$ cat config.mk
export PLATFORM = sky130hd
export DESIGN_NAME = canvas_write_sequencer
export DESIGN_NICKNAME = d
export VERILOG_FILES = /design/src/rtl/canvas_write_sequencer.sv
export SDC_FILE = /design/constraint.sdc
export NUM_CORES = 1
export LEC_CHECK = 0
export CAP_MARGIN = 10
export CORE_UTILIZATION = 43
export CTS_CLUSTER_SIZE = 14
export DETAILED_ROUTE_END_ITERATION = 12
export GPL_TIMING_DRIVEN = 0
export SLEW_MARGIN = 20
export SYNTH_ARGS = -nofsm -noshare
export SYNTH_HDL_FRONTEND = slang
export SYNTH_SLANG_ARGS = --single-unit
$ cat constraint.sdc
create_clock -name clk -period 5.5 [get_ports clk]
set_clock_uncertainty 0.2 [all_clocks]
set_input_delay 1.375 -clock clk [delete_from_list [all_inputs] [get_ports clk]]
set_output_delay 1.375 -clock clk [all_outputs]
set_load 0.05 [all_outputs]
$ cat src/rtl/canvas_write_sequencer.sv
// canvas_write_sequencer: arbitrates the canvas RAM write port between brush stamps and full clears.
module canvas_write_sequencer #(
  parameter int CANVAS_W    = 48,
  parameter int CANVAS_H    = 48,
  parameter int COLOR_W     = 3,
  parameter int CLEAR_COLOR = 0,
  parameter int ADDR_W      = 12
) (
  input  logic               clk,
  input  logic               clr,
  input  logic               req_valid,
  output logic               req_ready,
  input  logic [5:0]         req_x,
  input  logic [5:0]         req_y,
  input  logic [COLOR_W-1:0] req_color,
  input  logic [1:0]         req_width,
  input  logic               clear_req,
  output logic               wr_en,
  output logic [ADDR_W-1:0]  wr_addr,
  output logic [COLOR_W-1:0] wr_data,
  output logic               busy,
  output logic               clear_done
);
  typedef enum logic [1:0] {IDLE, PAINT, CLEAR} state_t;
  localparam int N = CANVAS_W * CANVAS_H;
  state_t state, state_n;
  logic clear_pending, pending_n;
  logic [5:0] x, y, x_n, y_n;
  logic [COLOR_W-1:0] color, color_n, data_n;
  logic [1:0] w, w_n, dx, dy, dx_n, dy_n;
  logic [ADDR_W-1:0] a, a_n, addr_n;
  logic wr_en_n, busy_n, done_n, row_end;
  logic [6:0] cx, cy;
  assign req_ready = (state == IDLE) & !clear_pending & !clear_req & !clr;
  assign row_end = dx == w - 2'd1;
  always_comb begin
    state_n = state;
    pending_n = clear_pending | (clear_req & (state != CLEAR));
    x_n = x;
    y_n = y;
    color_n = color;
    w_n = w;
    dx_n = dx;
    dy_n = dy;
    a_n = a;
    wr_en_n = 1'b0;
    addr_n = wr_addr;
    data_n = wr_data;
    busy_n = 1'b0;
    done_n = 1'b0;
    cx = '0;
    cy = '0;
    case (state)
      IDLE:
        if (clear_pending | clear_req) begin
          state_n = CLEAR;
          pending_n = 1'b0;
          a_n = '0;
          wr_en_n = 1'b1;
          addr_n = '0;
          data_n = COLOR_W'(CLEAR_COLOR);
          busy_n = 1'b1;
        end else if (req_valid & req_ready) begin
          state_n = PAINT;
          x_n = req_x;
          y_n = req_y;
          color_n = req_color;
          w_n = req_width == 2'd0 ? 2'd1 : req_width;
          dx_n = '0;
          dy_n = '0;
        end
      PAINT:
        if (row_end && dy == w - 2'd1) state_n = IDLE;
        else begin
          dx_n = row_end ? 2'd0 : dx + 2'd1;
          dy_n = row_end ? dy + 2'd1 : dy;
        end
      CLEAR:
        if (a == ADDR_W'(N - 1)) begin
          state_n = IDLE;
          done_n = 1'b1;
        end else begin
          a_n = a + ADDR_W'(1);
          wr_en_n = 1'b1;
          addr_n = a + ADDR_W'(1);
          data_n = COLOR_W'(CLEAR_COLOR);
          busy_n = 1'b1;
        end
      default: state_n = IDLE;
    endcase
    // Outputs are registered, so the cell presented next cycle is derived from the next counters.
    if (state_n == PAINT) begin
      cx = {1'b0, x_n} + {5'd0, dx_n};
      cy = {1'b0, y_n} + {5'd0, dy_n};
      wr_en_n = (cx < 7'(CANVAS_W)) & (cy < 7'(CANVAS_H));
      addr_n = ADDR_W'(int'(cy) * CANVAS_W + int'(cx));
      data_n = color_n;
      busy_n = 1'b1;
    end
  end
  always_ff @(posedge clk or posedge clr)
    if (clr) begin
      state <= IDLE;
      clear_pending <= 1'b0;
      x <= '0;
      y <= '0;
      color <= '0;
      w <= 2'd1;
      dx <= '0;
      dy <= '0;
      a <= '0;
      wr_en <= 1'b0;
      wr_addr <= '0;
      wr_data <= '0;
      busy <= 1'b0;
      clear_done <= 1'b0;
    end else begin
      state <= state_n;
      clear_pending <= pending_n;
      x <= x_n;
      y <= y_n;
      color <= color_n;
      w <= w_n;
      dx <= dx_n;
      dy <= dy_n;
      a <= a_n;
      wr_en <= wr_en_n;
      wr_addr <= addr_n;
      wr_data <= data_n;
      busy <= busy_n;
      clear_done <= done_n;
    end
endmodule
## After elaboration in Yosys (flattened, before gate mapping)

Cells that the tools add are included.

| word-level totals | value |
|---|---|
| register bits after elaboration | 54 |
| bits of input ports | 21 |

| cells by class | value |
|---|---|
| bitwise operators | 9 |
| reduce and logical (&&, ||, !) cells | 11 |
| order comparisons | 2 |
| add/subtract/negate cells | 7 |
| muxes and demuxes | 42 |
| multiply operators | 1 |
| equal/unequal tests | 11 |

Operators with widths:

| kind | number |
|---|---|
| 12-bit two-way mux | 3 |
| 6-bit two-way mux | 6 |
| 2-bit two-way mux | 13 |
| 12-bit one-hot mux with 2 select lines | 1 |
| 3-bit two-way mux | 6 |
| 6-bit by 2-bit adder with 7-bit output | 2 |
| 7-bit by 6-bit < comparator with 1-bit output, second input constant | 2 |
| 12-bit by 1-bit adder with 12-bit output, second input constant | 1 |
| 12-bit by 7-bit adder with 12-bit output | 1 |
| 12-bit == test, second input constant | 1 |
| 3-bit AND reduction | 3 |
| 7-bit by 2-bit multiplier with 8-bit output, second input constant | 1 |
| 1-bit two-way mux | 8 |
| 2-bit one-hot mux with 2 select lines | 2 |
| 1-bit AND | 6 |
| 2-bit one-hot mux with 3 select lines | 1 |
| 3-bit one-hot mux with 2 select lines | 1 |
| 2-bit by 1-bit adder with 2-bit output, second input constant | 2 |
| 2-bit by 1-bit == test with 1-bit output, second input constant | 2 |
| 2-bit == test | 2 |
| 2-bit logical NOT | 2 |
| 2-bit inequality test, second input constant | 2 |
| 1-bit logical NOT | 3 |
| 3-bit by 1-bit inequality test with 1-bit output, second input constant | 1 |
| 10 further kinds | 11 |

## Logic depth before layout (Yosys ltp)

Gate-level depths: netlist of run 1.

| depth | value |
|---|---|
| word-level depth | 12 |
| depth in mapped cells | 22 |
| gate-level depth less buffers | 21 |

## Worst setup path before layout of run 1

No wires, ideal clock.

| timing path | value |
|---|---|
| path kind | input-to-reg |
| start point | in clr |
| end point | reg wr_addr[11] |
| setup slack | 0.000 ns |
| arrival time | 5.204 ns |
| required time | 5.205 ns |
| setup time | 0.095 ns |
| cell stages on the path | 21 |
| buffers on the path | 2 |
| cells stage by stage | nor3b_1 > nand2_2 > buf_2 > clkbuf_1 > nand2_1 > nand2_1 > ha_1 > inv_1 > fa_1 > inv_1 > ha_1 > inv_1 > fa_1 > inv_1 > ha_1 > nand3_1 > nand2_1 > nor4b_1 > nand2_1 > o211a_1 > o31ai_1 |

| between the ends | value |
|---|---|
| longest elaborated chain between the ends | 10 |
| elaborated cells between the ends (all ways) | 28 |

RTL lines:

| element | line | RTL |
|---|---|---|
| start, declared | 10 | `input logic clr,` |
| 1-bit logical NOT (no source line) | - |  |
| 1-bit AND | 34 | `assign req_ready = (state == IDLE) & !clear_pending & !clear_req & !clr;` |
| 1-bit AND | 63 | `end else if (req_valid & req_ready) begin` |
| 6-bit two-way mux | 63 |  |
| 6-bit two-way mux | 55 | `if (clear_pending \| clear_req) begin` |
| 6-bit two-way mux | 53 | `case (state)` |
| via y_n[0] | 28 | `logic [5:0] x, y, x_n, y_n;` |
| 6-bit by 2-bit adder with 7-bit output | 94 | `cy = {1'b0, y_n} + {5'd0, dy_n};` |
| 7-bit by 2-bit multiplier with 8-bit output | 96 | `addr_n = ADDR_W'(int'(cy) * CANVAS_W + int'(cx));` |
| 12-bit by 7-bit adder with 12-bit output | 96 |  |
| 12-bit two-way mux | 92 | `if (state_n == PAINT) begin` |
| end signal, assigned | 128 | `wr_addr <= addr_n;` |
| end, declared | 19 | `output logic [ADDR_W-1:0] wr_addr,` |

The timed path passes the listed nets, and every way through them passes these cells.
A chain may end at the register's enable or synchronous reset.

## Final worst setup path of run 1

| timing path | value |
|---|---|
| start point | in clear_req |
| end point | reg wr_addr[10] |

| between the ends | value |
|---|---|
| longest elaborated chain between the ends | 11 |
| elaborated cells between the ends (all ways) | 30 |

RTL lines:

| element | line | RTL |
|---|---|---|
| start, declared | 17 | `input logic clear_req,` |
| 1-bit logical NOT | 34 |  |
| 1-bit AND (2 in a row) | 34 |  |
| 1-bit AND | 63 |  |
| 2-bit two-way mux | 63 |  |
| 2-bit two-way mux (*) | 55 |  |
| 2-bit one-hot mux with 2 select lines (*) | 53 |  |
| via dy_n[0] | 30 | `logic [1:0] w, w_n, dx, dy, dx_n, dy_n;` |
| 6-bit by 2-bit adder with 7-bit output (*) | 94 |  |
| 7-bit by 2-bit multiplier with 8-bit output (*) | 96 |  |
| 12-bit by 7-bit adder with 12-bit output (*) | 96 |  |
| 12-bit two-way mux (*) | 92 |  |

The timed path passes the listed nets; every way through them passes the cells marked *.

==> results of run 1 <==
-- per-layer routing --
layer  global-route usage [%]  wire [µm]  share of wire [%]
met2                     34.2       3940                 48
met5                        0          0                  0
met4                     4.89         87                1.1
met1                     27.8       3880                 48
met3                     3.27        237                2.9
-- final timing paths --
kind                                           endpoint  cells past startpoint  slack, ns               start
worst min-delay path                 color[1]$_DFF_PP0_                      2       0.29  color[1]$_DFF_PP0_
worst max-delay path            wr_addr[10]$_DFFE_PP0P_                     20       0.16           clear_req
max in group asynchronous              a[3]$_DFFE_PP0P_                      2       3.46                 clr
worst min register to register       color[1]$_DFF_PP0_                      2       0.29  color[1]$_DFF_PP0_
worst max register to register  wr_addr[10]$_DFFE_PP0P_                     20       0.96     dx[1]$_DFF_PP0_
min in group asynchronous              w[1]$_DFFE_PP0P_                      2       1.20                 clr
-- cells in the final DEF, fill, tap and decap left out, drive strengths merged, types with 8 or more instances in the layout --
cell type,netlist,layout
a21o,8,8
a21oi,16,16
buf,9,30
clkdlybuf4s50,0,36
dfrtp,53,53
ha,16,16
inv,22,23
mux2i,8,8
nand2,59,59
nor2,36,36
o21ai,16,16
xnor2,16,16
xor2,13,13
-- power by group through the flow --
stage | sequential (mW) | combinational [mW] | clock [mW]
after detailed placement | 0.535 | 0.484 | 0
after floorplan | 0.619 | 0.263 | 0
after CTS | 0.528 | 0.520 | 0.232
after global placement | 0.533 | 0.477 | 0
final | 0.530 | 0.542 | 0.225
after global routing | 0.539 | 0.592 | 0.246
-- cell type report --
| cell class | instances | area [µm²] |
|---|---|---|
| clock inverters | 2 | 13.8 |
| plain buffers | 9 | 82.6 |
| repair buffers | 62 | 563 |
| well taps | 102 | 128 |
| clock buffers | 5 | 68.8 |
| inverters | 22 | 87.6 |
| fillers | 716 | 3380 |
| flip-flops and latches | 54 | 1350 |
| multi-input cells | 278 | 2050 |
-- worst min-delay path: stages, from the launching register on --
cell and delay, ns:
dfrtp_1 0.34, nand2_1 0.04, nand2_1 0.08
-- registers in the layout, indices dropped and copies added, names as in the netlist, 3 cells and up --
register	flops
wr_addr	12
x	6
color	3
y	6
a	12
wr_data	3
-- through the flow --
step	utilization, %	power [mW]
floorplan	-	0.882
global placement	51.1	1.01
detailed placement	51.1	1.02
CTS	54.3	1.28
global route	56.3	1.38
finish	56.3	1.30
-- kinds of logic (layout without fill, tap and decap cells) --
| kind of cell | after synthesis | after routing | synth area share (%) |
|---|---|---|---|
| compound gates | 78 | 78 | 16.3 |
| simple gates | 142 | 142 | 21.1 |
| fa+ha+maj | 20 | 20 | 8.17 |
| flops | 54 | 54 | 39.4 |
| buf+inv | 33 | 100 | 4.89 |
| xor+xnor | 29 | 29 | 7.41 |
| mux | 9 | 9 | 2.77 |
-- timing repair --
item | 4_1_cts | 5_1_grt
buffers inserted | 11 | 12
endpoints found under the setup margin | 6 | 4
hold buffers | 0 | 0
pin swaps | 7 | 12
resized for setup | 23 | 18
==> results.json, run 1 <==
{
  "outcome": "finished, final reports clean",
  "clock_latency_ns": 0.31,
  "cts_buffers": 5,
  "drtPass1Iterations": 4,
  "dpl.cell_count": 506,
  "htreeDepth": 2,
  "yosys-top-cells-area": "dfrtp_1, nand2_1, ha_1",
  "hp-class": "reg -> reg",
  "clockPowerShare_pct": 17.3,
  "synth_cell_types": 67,
  "path_cells": "dlygate4sd2_1 > or3_4 > nor2_4 > nor2_4 > o21ai_2 > o21ai_2 > ha_2 > inv_2 > fa_2 > inv_2 > ha_4 > inv_1 > fa_1 > inv_2 > ha_4 > buf_4 > nor2b_1 > o2111ai_1 > xor2_1 > a221o_1",
  "finalSetupViolations": 0,
  "intPower_mw": 0.795,
  "drive_above_1_share_pct": 19.7,
  "wire_per_inst_um": 15.2,
  "pwr-share-seq_pct": 40.9,
  "vias_per_cell": 5.31,
  "n_antenna_cell": 0,
  "die_area_um2": 8340,
  "start_kind": "input port",
  "grt_use_total_pct": 20.5,
  "fin_nets": 473,
  "comb_power_share_pct": 41.8,
  "layout_min_cycle_time_ns": 5.34,
  "syn_area_um2": 3430,
  "placed_cell_area_um2": 3950,
  "synth_warnings": 0,
  "slew_headroom_pct": 55.3,
  "fp-row-count": 32,
  "syn-num-nets": 406,
  "leakagePower_nw": 1.98,
  "vias": 2836,
  "synth_top_area_share_pct": 38.7,
  "grt_pass1_vias": 2724,
  "max-cap-violations": 0,
  "synth.avg_cell_area_um2": 9.40,
  "cp_data_required_time_ns": 5.50,
  "layout_setup_ws_ns": 0.161,
  "clk_path_buf_depth": 2,
  "synthMostInstantiatedCell": "nand2_1",
  "area_growth_syn_to_layout_pct": 26.9,
  "antenna_found_initial": 0,
  "dieHeight_um": 91.3,
  "crit_type": "in -> reg",
  "tns_ns": 0,
  "worst_pin_slew_ns": 0.670,
  "start_util_pct": 44.4,
  "hold_ws_ns": 0.288,
  "fin_area_um2": 4350,
  "cts_tree": "built",
  "chipWidth_um": 91.3,
  "critPathCaptureType": "register",
  "peakVddDrop_mv": 0.105,
  "cts_sinks": 54,
  "slowest_delay_ns": 0.51,
  "routed_wl_mm": 8.14,
  "core-area_um2": 7730,
  "critPathTopFamily": "adder cells",
  "crit_arrival_ns": 5.34,
  "synth_area_leader_cell": "dfrtp_1",
  "async_reset_ff_share_pct": 100,
  "crit_top_cell": "inv_2",
  "globalplace.congestion": 0.880,
  "drtIter0Drc": 78,
  "drv_slew": 0,
  "maxClockFrequency_mhz": 187,
  "power_switching_mw": 0.501,
  "drcViolationCount": 0,
  "grt_overflow_total": 0,
  "synth-seq-cells": 54,
  "critPathMaxFanout": 4,
  "period_share_pct": 97.1,
  "dpl.hpwl_mm": 5.90,
  "seq_area_frac_synth_pct": 39.4,
  "ios": 40,
  "pwr_density_cell_nw_per_um2": 298,
  "clockRootBuffer": "clkbuf_8",
  "p_sw_share_pct": 38.7,
  "ant_nets": 0,
  "grt_max_degree": 55,
  "finalHoldViolCount": 0,
  "grt_pass1_wl_mm": 13.5,
  "synth_flop_cell": "dfrtp_1",
  "path_buf_inv": 6,
  "layoutNonFillerInstCount": 534,
  "io_buffers": 39,
  "clk_pin_slew_worst_paths_ns": 0.10,
  "synth_edf_count": 0,
  "synthCells": 365,
  "cp_slowest_cell": "fa_1",
  "pre_cts_slack_ns": -1.15,
  "synth_common_cells": "nand2_1, dfrtp_1, nor2_1, inv_1"
}
Power figures use the tool's default switching activity.
==> run 2, diff against run 1 <==
CAP_MARGIN = 30   (was 10)
==> results of run 2 <==
The final DEF is identical to that of run 1; final timing and power are the same.
==> run 3, diff against run 2 <==
clock period = 5.25 ns   (was 5.5 ns; I/O delays follow)
==> run 3 against run 2 <==
Net effect:
- first-iteration DRC count rose by 51%
- via count rose by 1.1%
- clock power rose by 16%
- sequential power rose by 4.7%
- count of clock-buffer cells in the layout did not move
- core utilization rose by 0.63 points
- setup slack improved by 0.030 ns
==> results.json, run 3 (synthesized netlist as in run 1, its figures left out) <==
{
  "min_to": "x[0]$_DFF_PP0_",
  "grt_use_total_pct": 21.3,
  "maxClockFrequency_mhz": 198,
  "dpl.cell_count": 506,
  "critPathCaptureType": "register",
  "cp_slowest_cell": "fa_1",
  "outcome": "finished, final reports clean",
  "wire_per_inst_um": 15.6,
  "leakagePower_nw": 2.01,
  "most-common-layout-cells": "nand2_1, dfrtp_1, clkdlybuf4s50_1, nor2_1, buf_4",
  "start_kind": "input port",
  "fill_cells": 696,
  "path_cells": "clkbuf_2 > or3b_4 > nor2_4 > nor2_2 > o21ai_1 > o21ai_2 > ha_2 > inv_2 > fa_2 > inv_2 > ha_4 > inv_1 > fa_1 > inv_2 > ha_4 > nand3_2 > nand2_2 > nor4b_4 > nand2_1 > o211a_1 > o31ai_2",
  "ant_nets": 0,
  "path_buf_inv": 5,
  "r2r_start": "w[1]$_DFFE_PP0P_",
  "max-cap-violations": 0,
  "antenna_found_initial": 0,
  "clockRootBuffer": "clkbuf_8",
  "ctsHoldBuffers": 0,
  "layout_setup_ws_ns": 0.191,
  "reg_top3": "a: 12 flops, wr_addr: 12 flops",
  "cts_tree": "built",
  "period_share_pct": 96.4,
  "ios": 40,
  "cts_buffers": 5,
  "chipWidth_um": 91.3,
  "rrSetupSlack_ns": 0.69,
  "drtPass1Iterations": 4,
  "critPathTopFamily": "adder cells",
  "fin_nets": 478,
  "cp_data_required_time_ns": 5.29,
  "dieHeight_um": 91.3,
  "drtIter0Drc": 118,
  "htreeDepth": 2,
  "crit_top_cell": "inv_2",
  "crit_type": "in -> reg",
  "drive_above_1_share_pct": 22.1,
  "drv_slew": 0,
  "hold_start": "x[0]$_DFF_PP0_",
  "hold_ws_ns": 0.295,
  "slowest_delay_ns": 0.48,
  "die_area_um2": 8340,
  "io_buffers": 39,
  "clk_path_buf_depth": 2,
  "core-area_um2": 7730,
  "met1_usage_pct": 29.9,
  "fp-row-count": 32,
  "pre_cts_slack_ns": -1.16,
  "peakVddDrop_mv": 0.166,
  "crit_arrival_ns": 5.09,
  "clk_pin_slew_worst_paths_ns": 0.11,
  "reg2reg_depth": 22,
  "globalplace.congestion": 0.792,
  "critPathMaxFanout": 4,
  "hold-path-cell-count": 2,
  "finalHoldViolCount": 0,
  "busiest_layer": "met2",
  "start_util_pct": 44.4,
  "slew_headroom_pct": 54.3,
  "grt_overflow_total": 0,
  "worst_pin_slew_ns": 0.685,
  "vias_per_cell": 5.31,
  "finalSetupViolations": 0,
  "routed_wl_mm": 8.43,
  "hp-class": "reg -> reg",
  "final_common_cell": "nand2_1",
  "vias": 2867,
  "grt_pass1_vias": 2778,
  "drcViolationCount": 0,
  "cts_sinks": 54,
  "grtUsageMet2_pct": 35.4,
  "area_growth_syn_to_layout_pct": 28.3,
  "dpl.hpwl_mm": 5.86,
  "r2r-end": "wr_addr[11]$_DFFE_PP0P_",
  "met3_usage_pct": 2.76,
  "clock_latency_ns": 0.32,
  "grt_max_degree": 55,
  "layout_min_cycle_time_ns": 5.06,
  "grt_pass1_wl_mm": 14.0,
  "rsz0062_at_grt": "no",
  "pwr_density_cell_nw_per_um2": 317,
  "layoutNonFillerInstCount": 540,
  "n_antenna_cell": 0
}
[run 3: cell types whose count changed in the layout (fill, tap and decap cells not counted), sizes merged]
| cell | change |
|---|---|
| dlymetal6s2s | -1 |
| buf | +5 |
| clkinv | +1 |
| dlygate4sd2 | -2 |
| clkbuf | +3 |
[run 3: worst reg2reg max path, stage by stage, from the launching register on]
cell      delay, ns
dfrtp_1        0.37
buf_4          0.15
and3_1         0.16
o211ai_1       0.25
o311a_1        0.30
nor2_1         0.08
o21ai_1        0.15
o21ai_2        0.10
ha_2           0.19
inv_2          0.05
fa_2           0.45
inv_2          0.10
ha_4           0.13
inv_1          0.04
fa_1           0.48
inv_2          0.04
ha_4           0.28
nand3_2        0.08
nand2_2        0.08
nor4b_4        0.23
nand2_1        0.10
o211a_1        0.23
o31ai_2        0.23
[run 3: per-stage QoR]
| stage | power, mW | utilization, % | instance area [µm²] | TNS, ns |
|---|---|---|---|---|
| after global placement | 1.07 | 51.4 | 3970 | -5.74 |
| after detailed placement | 1.08 | 51.4 | 3970 | -5.83 |
| after global routing | 1.48 | 56.9 | 4400 | 0 |
| after floorplan | 0.931 | - | 3450 | 0 |
| after CTS | 1.39 | 55.4 | 4280 | 0 |
| final | 1.40 | 56.9 | 4400 | 0 |
[run 3: layout make-up]
type | instances | area, µm² | area share, %
multi-input combinational | 278 | 2060 | 46.8
clock inverter | 3 | 28.8 | 0.654
timing repair buffer | 67 | 586 | 13.3
tap | 102 | 128 | 2.90
inverter | 22 | 87.6 | 1.99
buffer | 9 | 88.8 | 2.02
sequential | 54 | 1350 | 30.7
clock buffer | 5 | 68.8 | 1.56
[run 3: metal layers]
layer | vias to the layer above | share of wire, %
li1 | 1408 | -
met1 | 1410 | 49
met4 | 0 | 0.57
met5 | - | 0
met2 | 45 | 48
met3 | 4 | 2.6
[run 3: worst max path at each step]
stage,start,end,slack [ns],cells past startpoint
3_3_place_gp,clear_req,wr_addr[11]$_DFFE_PP0P_,-1.15,22
6_report,clr,wr_addr[11]$_DFFE_PP0P_,0.19,21
4_1_cts,clear_req,wr_addr[9]$_DFFE_PP0P_,0.02,22
2_1_floorplan,clear_req,wr_addr[11]$_DFFE_PP0P_,0.01,21
5_1_grt,clr,wr_addr[10]$_DFFE_PP0P_,0.008,20
3_5_place_dp,clr,wr_addr[11]$_DFFE_PP0P_,-1.16,21
[run 3: report_power, final]
| group | switching, mW | internal [mW] |
|---|---|---|
| Clock | 0.161 | 0.0995 |
| Sequential | 0.0684 | 0.487 |
| Combinational | 0.323 | 0.257 |
[run 3: timing repair]
| item | 4_1_cts | 5_1_grt |
|---|---|---|
| setup endpoints to repair | 7 | 4 |
| hold endpoints to repair | 0 | 0 |
| setup buffers | 18 | 10 |
| gates cloned | 0 | 0 |
| pin swaps | 16 | 14 |
| gates resized for setup | 27 | 20 |
